--- config.mk ---
export PLATFORM = sky130hd
export DESIGN_NAME = cle_component_stats_flat
export DESIGN_NICKNAME = d
export VERILOG_FILES = /design/src/rtl/cle_component_stats_if.sv /design/src/rtl/cle_component_stats.sv /design/src/flat_wrapper.sv
export SDC_FILE = /design/constraint.sdc
export NUM_CORES = 2
export LEC_CHECK = 0
export CORE_MARGIN = 10
export CORE_UTILIZATION = 30
export DETAILED_ROUTE_END_ITERATION = 8
export GPL_ROUTABILITY_DRIVEN = 0
export PLACE_DENSITY_LB_ADDON = 0.3
export SLEW_MARGIN = 20
export SYNTH_ARGS = -nofsm -noshare
export SYNTH_HDL_FRONTEND = slang
export SYNTH_SLANG_ARGS = --single-unit
export TNS_END_PERCENT = 1
--- constraint.sdc ---
create_clock -name clk -period 19.2 [get_ports clk]
set_input_delay 3.84 -clock clk [delete_from_list [all_inputs] [get_ports clk]]
set_output_delay 3.84 -clock clk [all_outputs]
set_load 0.005 [all_outputs]
--- src/rtl/cle_component_stats_if.sv ---
// Bus between the component-statistics block and its host/SRAM side:
// start handshake, label SRAM read port and result outputs.
interface cle_component_stats_if #(
    parameter int unsigned ADDR_W = 10,
    parameter int unsigned LBL_W  = 8,
    parameter int unsigned AREA_W = 11
);
    logic              start;
    logic [ADDR_W-1:0] sram_a;
    logic [LBL_W-1:0]  sram_q;
    logic              busy;
    logic              done;
    logic [LBL_W-1:0]  num_comp;
    logic [AREA_W-1:0] max_area;
    logic [LBL_W-1:0]  max_label;

    // Host / labeller / SRAM side
    modport master (
        output start, sram_q,
        input  sram_a, busy, done, num_comp, max_area, max_label
    );

    // Statistics block side
    modport slave (
        input  start, sram_q,
        output sram_a, busy, done, num_comp, max_area, max_label
    );
endinterface

--- src/rtl/cle_component_stats.sv ---
// Connected-component statistics: scans the label image, histograms the
// labels, then sweeps the histogram for component count and largest area.
module cle_component_stats #(
    parameter int unsigned N_PIX  = 1024,
    parameter int unsigned ADDR_W = 10,
    parameter int unsigned LBL_W  = 8,
    parameter int unsigned AREA_W = 11
) (
    input logic                   clk,
    input logic                   reset,
    cle_component_stats_if.slave  bus
);

    localparam int unsigned N_LBL = (1 << LBL_W) - 1;

    localparam logic [2:0] IDLE  = 3'd0;
    localparam logic [2:0] SCAN  = 3'd1;
    localparam logic [2:0] DRAIN = 3'd2;
    localparam logic [2:0] SWEEP = 3'd3;
    localparam logic [2:0] DONE  = 3'd4;

    localparam logic [ADDR_W-1:0] LAST_ADDR = ADDR_W'(N_PIX - 1);
    localparam logic [LBL_W-1:0]  LAST_LBL  = LBL_W'(N_LBL);

    logic [2:0]        state, state_next;
    logic [ADDR_W-1:0] sram_a;
    logic [LBL_W-1:0]  idx;
    logic [LBL_W-1:0]  num_comp;
    logic [LBL_W-1:0]  max_label;
    logic [AREA_W-1:0] max_area;
    logic              busy;
    logic              done;

    // Entry 0 exists only so any LBL_W-bit index is in range; label 0 never sets it.
    logic [N_LBL:0]    seen;
    logic [AREA_W-1:0] cnt [0:N_LBL];

    logic              capture;
    logic              pix_hit;
    logic [LBL_W-1:0]  q;

    assign q = bus.sram_q;
    // Read data lags the address by one cycle, so the first SCAN cycle has
    // nothing to take and DRAIN takes the last address's word.
    assign capture = ((state == SCAN) && (sram_a != '0)) || (state == DRAIN);
    assign pix_hit = capture && (q != '0);

    assign bus.sram_a    = sram_a;
    assign bus.busy      = busy;
    assign bus.done      = done;
    assign bus.num_comp  = num_comp;
    assign bus.max_area  = max_area;
    assign bus.max_label = max_label;

    // Next-state sequencing of the scan / drain / sweep phases
    always_comb begin
        state_next = state;
        case (state)
            IDLE:    if (bus.start) state_next = SCAN;
            SCAN:    if (sram_a == LAST_ADDR) state_next = DRAIN;
            DRAIN:   state_next = SWEEP;
            SWEEP:   if (idx == LAST_LBL) state_next = DONE;
            DONE:    state_next = IDLE;
            default: state_next = IDLE;
        endcase
    end

    // Control state, address counter, seen bitmap and sweep accumulators
    always_ff @(posedge clk or negedge reset) begin
        if (!reset) begin
            state     <= IDLE;
            sram_a    <= '0;
            idx       <= '0;
            num_comp  <= '0;
            max_area  <= '0;
            max_label <= '0;
            busy      <= 1'b0;
            done      <= 1'b0;
            seen      <= '0;
        end else begin
            state <= state_next;
            // Flags are registered from the phase, so done lands one cycle after DONE
            busy  <= (state == SCAN) || (state == DRAIN) || (state == SWEEP);
            done  <= (state == DONE);
            case (state)
                IDLE: begin
                    if (bus.start) begin
                        seen      <= '0;
                        num_comp  <= '0;
                        max_area  <= '0;
                        max_label <= '0;
                        sram_a    <= '0;
                    end
                end
                SCAN: begin
                    if (sram_a != LAST_ADDR) sram_a <= sram_a + ADDR_W'(1);
                end
                DRAIN: begin
                    idx <= LBL_W'(1);
                end
                SWEEP: begin
                    if (seen[idx]) begin
                        num_comp <= num_comp + LBL_W'(1);
                        // Strict compare: on a tie the earlier (smaller) label wins
                        if (cnt[idx] > max_area) begin
                            max_area  <= cnt[idx];
                            max_label <= idx;
                        end
                    end
                    if (idx != LAST_LBL) idx <= idx + LBL_W'(1);
                end
                default: ;
            endcase
            if (pix_hit) seen[q] <= 1'b1;
        end
    end

    // Per-label pixel counters; a clear seen bit means the stored count is stale
    always_ff @(posedge clk) begin
        if (pix_hit) begin
            cnt[q] <= seen[q] ? cnt[q] + AREA_W'(1) : AREA_W'(1);
        end
    end

endmodule

--- src/flat_wrapper.sv ---
// flat-port wrapper written by rule: the top's interface ports become plain ports
module cle_component_stats_flat 
#(
    parameter int unsigned N_PIX  = 1024,
    parameter int unsigned ADDR_W = 10,
    parameter int unsigned LBL_W  = 8,
    parameter int unsigned AREA_W = 11
)
  (clk, reset, bus_start, bus_sram_q, bus_sram_a, bus_busy, bus_done, bus_num_comp, bus_max_area, bus_max_label);
  cle_component_stats_if #(.ADDR_W(ADDR_W), .LBL_W(LBL_W), .AREA_W(AREA_W)) bus_i ();
  input logic clk;
  input logic reset;
  input wire logic [$bits(bus_i.start)-1:0] bus_start;
  input wire logic [$bits(bus_i.sram_q)-1:0] bus_sram_q;
  output wire logic [$bits(bus_i.sram_a)-1:0] bus_sram_a;
  output wire logic [$bits(bus_i.busy)-1:0] bus_busy;
  output wire logic [$bits(bus_i.done)-1:0] bus_done;
  output wire logic [$bits(bus_i.num_comp)-1:0] bus_num_comp;
  output wire logic [$bits(bus_i.max_area)-1:0] bus_max_area;
  output wire logic [$bits(bus_i.max_label)-1:0] bus_max_label;
  assign bus_i.start = bus_start;
  assign bus_i.sram_q = bus_sram_q;
  assign bus_sram_a = bus_i.sram_a;
  assign bus_busy = bus_i.busy;
  assign bus_done = bus_i.done;
  assign bus_num_comp = bus_i.num_comp;
  assign bus_max_area = bus_i.max_area;
  assign bus_max_label = bus_i.max_label;
  cle_component_stats #(.N_PIX(N_PIX), .ADDR_W(ADDR_W), .LBL_W(LBL_W), .AREA_W(AREA_W)) u_core (.clk(clk), .reset(reset), .bus(bus_i));
endmodule
# Word-level counts from Yosys, hierarchy flattened
# Memories as Yosys holds them, arrays and structs flattened.
# Cells that the tools add are included.
# op_classes
add_sub_neg	4
magnitude_cmp	4
n_eq_ne	15
mux	31
n_bitwise	1
reduce_logical	17
# op_table
operator	n
two-way mux 256 bit	3
OR 256 bit	1
case mux 8 bit (2 select lines)	3
two-way mux 11 bit	4
two-way mux 8 bit	5
case mux 11 bit (2 select lines)	1
two-way mux 10 bit	2
case mux 10 bit (2 select lines)	1
less-than comparator 8 x 9 -> 1 bit, second input constant	2
adder 8 x 1 -> 8 bit, second input constant	2
binary-select mux 1 bit (select 8 bit)	2
!= test 2 bit, second input constant	6
case mux 3 bit (4 select lines)	1
adder 11 x 1 -> 11 bit, second input constant	1
greater-than comparator 11 bit	1
adder 10 x 1 -> 10 bit, second input constant	1
== test 10 bit, second input constant	1
!= test 10 bit, second input constant	1
nonzero test 10 bit	1
two-way mux 3 bit	3
AND reduction 3 bit	3
demux 1 bit (select 8 bit)	1
== test 8 bit, second input constant	1
greater-or-equal comparator 8 x 1 -> 1 bit, second input constant	1
other kinds (13)	24
# word_totals
ff_bits	306
mem_bits_rw	2816
in_bits	11
output_inout_bits	39
elab_cells	82
n_memories	1
# mem_list
name	depth	word_bits	read_ports	rd_ports_with_merged_regs	wr	line_no	rtl
u_core.cnt	256	11	2	0	1	cle_component_stats.sv:36	logic [AREA_W-1:0] cnt [0:N_LBL];

# Logic depth before layout (Yosys ltp)
# logic_depth
ltp_word	6
mapped_depth	25
mapped_depth_nobuf	16

# Worst setup path before layout
# No wires, ideal clock.
# synth_path
kind	input -> register
startpoint	in bus_sram_q[1]
endpoint	mem u_core.cnt[0][9] (data pin)
setup_ns	2.216
arrival_time_ns	16.898
required_ns	16.984
path_slack_ns	0.086
stages	11
path_buffers	3
path_cell_list	buf_2 -> clkbuf_1 -> clkbuf_1 -> mux4_2 -> a221oi_1 -> o22ai_1 -> or4b_2 -> nor3_1 -> or2_2 -> nor4_1 -> nor3b_1
# synth_between
elab_chain_len	3
elab_cells_between_ends	5
cone_classes	add/sub (1); mux (3); memory (1)
# synth_rtl
item	line_no	rtl
start, declared	flat_wrapper.sv:14	input wire logic [$bits(bus_i.sram_q)-1:0] bus_sram_q;
memory read (256 x 11 bit) or binary-select mux 1 bit (select 8 bit) (tied branches)	n/a	
adder 11 x 1 -> 11 bit or two-way mux 1 bit (tied branches)	cle_component_stats.sv:121	cnt[q] <= seen[q] ? cnt[q] + AREA_W'(1) : AREA_W'(1);
two-way mux 11 bit *	cle_component_stats.sv:121	
end, declared	cle_component_stats.sv:36	
# Mark *: on every way between the ends. The rest lies on a longest branch, timed or not. The select of a mux whose other input is x is not followed.

# Worst setup path after layout
# layout_path
startpoint	in bus_sram_q[0]
endpoint	mem u_core.cnt[140][8] (data pin)
# The elaborated chain is that of the path after synthesis.

==> results.cfg <==
[clock_network]
cts_tree = built
clock-sinks = 3122
cts_setup_buffers = 0
cts_root_buf = clkbuf_16
cts_buffers = 346
clk_latency_ps = 980
clock_path_buffers = 4
htree_levels = 5
cts_hold_buf = 0
postCtsResizedCells = 0
cts.clk_slew.worst_paths_ps = 50

[logic_synthesis]
synth-simple-area-share_pct = 2.258
synthArstFlopShare_pct = 9.801
synth_compound_area_share_pct = 3.417
synth_area_leaders = edfxtp_1 58%, mux4_2 28%, dfrtp_1 5.3%
yosys.area.top_type = edfxtp_1
synth_common_cells = 2816 x edfxtp_1, 1783 x mux4_2, 342 x nor2_1
synth-xor-area-share_pct = 0.1324
synth_top_area_share_pct = 58.10
synth-edff-count = 2816
synth_area_um2 = 145500
syn_area_per_cell_um2 = 20.40
synthesis.instances = 7133
synth_most_common_cell = edfxtp_1
synth_top_family_by_area = multiplexers
synth_fa_ha_area_share_pct = 0.1375
synth-seq-cells = 3122
synth_flop_cell = edfxtp_1
synthMuxAreaShare_pct = 28.83
synth.distinct_cells = 70
ys_seq_area_share_pct = 63.36
yosysWarnings = 0

[finish]
multi_input_area_um2 = 51140
fin_area_um2 = 167700
area_delta_synth_final_pct = 15.22
drive_above_1_share_pct = 37.88
nets = 7478
fill_cells = 44660
ff_latch_area_um2 = 92230

[drt]
drtPass1Iterations = 9
vias_per_cell = 6.032
vias = 85590
drc_errors = 5
wire_per_inst_um = 38.45
routed_wirelength_um = 545600
ant_nets = 0
drt_iter0_drc = 12220

[setup_path]
required_ps = 19860
reg2reg_from = u_core.idx[0]$_DFFE_PN0P_
worstPathArrival_ps = 11750
cp-end-kind = register
crit_type = in -> reg
cp_max_fo = 85
setup.worst_path.start = bus_sram_q[0]
worst_setup_path_start_kind = input pin

[sta]
finalWorstSetupSlack_ps = 8107
fin_crit_ps = 11090
timing.final.crit_share_pct = 57.77
maxClockFrequency_ghz = 0.09015
fin_tns_setup_ps = 0
fin_worst_skew_ps = 44.83
finalHoldViolCount = 0
setup_viol = 0
rsz0062_at_grt = false
worstMarginPinSlew_ps = 1318
drv_slew = 0
slew_headroom_pct = 9.853

[job]
drv_cap = 0

[grt]
grt_max_degree = 257
globalRouteTotalUtil_pct = 20.66
grt_pass1_wl_um = 741600
grt_pass1_vias = 85300
antenna_found_initial = 42
grt-ovfl-total = 0

[floorplanning]
chipWidth_um = 716.5
num_rows = 255
coreArea_um2 = 482700
initial_core_util_pct = 30.15
top_level_ports = 50
die_area_um2 = 513400
fp.dieH_um = 716.5

[placement]
place_hpwl_um = 347500
place_area_um2 = 155900
place_ws_ps = 6795
portBuffers = 49

[min_path]
hp-start = u_core.seen[179]$_DFF_PN0_
hp-class = reg -> reg

[status]
status = complete, but fails checks
violations = design-rule violations

[power]
leakagePower_nw = 60.21
peakVddDrop_mv = 0.1099
power_density_nw_per_um2 = 109.6
==> critical path, cell delays in order <==
cell      delay (ps)
buf_8            550
buf_12           460
buf_4            820
mux4_2           610
mux4_2           490
o22ai_1          350
buf_4            190
o211ai_1         290
nor3_1           490
inv_1            100
ha_1             250
nand2_1          100
nor3_1           140
a21oi_1          280
a31o_4           680
buf_4            670
buf_4            640
==> placed cells by master, fill, tap and decap left out, types with 11 or more instances in the layout <==
| master | count |
|---|---|
| clkbuf_16 | 356 |
| and3_1 | 17 |
| buf_12 | 23 |
| inv_6 | 12 |
| inv_1 | 23 |
| nor3_1 | 32 |
| nand2_2 | 16 |
| a21o_1 | 256 |
| a221oi_1 | 15 |
| o21ai_0 | 20 |
| clkinv_2 | 54 |
| o22ai_1 | 44 |
| nand2b_1 | 12 |
| clkbuf_8 | 21 |
| nand4_1 | 26 |
| bufinv_16 | 40 |
| mux4_2 | 1783 |
| mux2_2 | 37 |
| mux2i_1 | 139 |
| nand2_1 | 105 |
| ha_1 | 16 |
| a22oi_1 | 158 |
| clkdlybuf4s50_1 | 40 |
| dfrtp_1 | 302 |
| clkbuf_1 | 77 |
| buf_4 | 461 |
| clkinv_1 | 60 |
| diode_2 | 24 |
| nor4_1 | 13 |
| edfxtp_1 | 2816 |
| a22o_1 | 18 |
| nor2b_1 | 17 |
| xor2_1 | 15 |
| nand3_1 | 61 |
| a21oi_1 | 76 |
| conb_1 | 11 |
| nor2_2 | 23 |
| a211oi_1 | 16 |
| nor2_1 | 313 |
==> power breakdown <==
| group | switching (W) | total, W | internal (W) |
|---|---|---|---|
| clock | 0.00284 | 0.00686 | 0.00402 |
| sequential | 0.000106 | 0.00754 | 0.00744 |
| combinational | 0.00226 | 0.00397 | 0.00171 |
==> logic make-up (layout without fill, tap and decap cells) <==
family / after synthesis / after routing
flip-flops: 3122 / 3122
multiplexers: 1959 / 1959
AND/OR/NAND/NOR: 713 / 713
AO/OA/AOI/OAI: 690 / 690
buffers and inverters: 610 / 1209
XOR/XNOR: 22 / 22
adder cells (fa/ha/maj): 16 / 16
other: 1 / 35
==> flip-flops by register name (all words and copies together), names as in the netlist <==
| name | cells |
|---|---|
| u_core.bus.sram_a | 10 |
| u_core.bus.max_area | 11 |
| u_core.bus.max_label | 8 |
| u_core.cnt | 2816 |
| u_core.bus.num_comp | 8 |
| u_core.idx | 8 |
| u_core.state | 3 |
| u_core.bus.busy | 1 |
| u_core.bus.done | 1 |
| u_core.seen | 256 |
==> area by class of cell <==
class / instances / share of cell area (%)
multi-input combinational: 3411 / 30.50
clock buffer: 453 / 5.649
clock inverter: 186 / 1.210
sequential: 3122 / 55.00
antenna: 24 / 0.03581
inverter: 27 / 0.07088
timing repair buffer: 543 / 2.741
tap: 6425 / 4.794
==> per-layer routing <==
metal / routed length (µm) / vias up / GRT usage [%]
met2: 246500 / 5394 / 31.61
li1: - / 31720 / -
met4: 32100 / 28 / 9.908
met5: 171 / - / 0
met3: 62120 / 1139 / 6.381
met1: 204700 / 47320 / 26.80
==> stage by stage <==
step	utilization (%)	instances	power [W]	hold WS, ps
detailed placement	32.30	13520	0.01166	481.6
global route	34.73	14170	0.01889	512.8
floorplan	-	7143	0.01027	461.2
CTS	34.68	14160	0.01847	493.5
global placement	32.28	13520	0.01165	470.3
finish	34.74	14190	0.01838	490.1
==> worst paths after layout <==
check | cells past startpoint | slack, ps | to
worst max-delay path | 17 | 8110 | u_core.cnt[140][8]$_DFFE_PP_
worst min-delay path | 1 | 490 | u_core.seen[179]$_DFF_PN0_
worst max register to register | 18 | 10090 | u_core.bus.max_area[10]$_DFFE_PN0P_
worst min register to register | 1 | 490 | u_core.seen[179]$_DFF_PN0_
max in group asynchronous | 4 | 13560 | u_core.seen[131]$_DFF_PN0_
min in group asynchronous | 1 | 2790 | u_core.seen[69]$_DFF_PN0_
(Power assumes the default switching activity.)
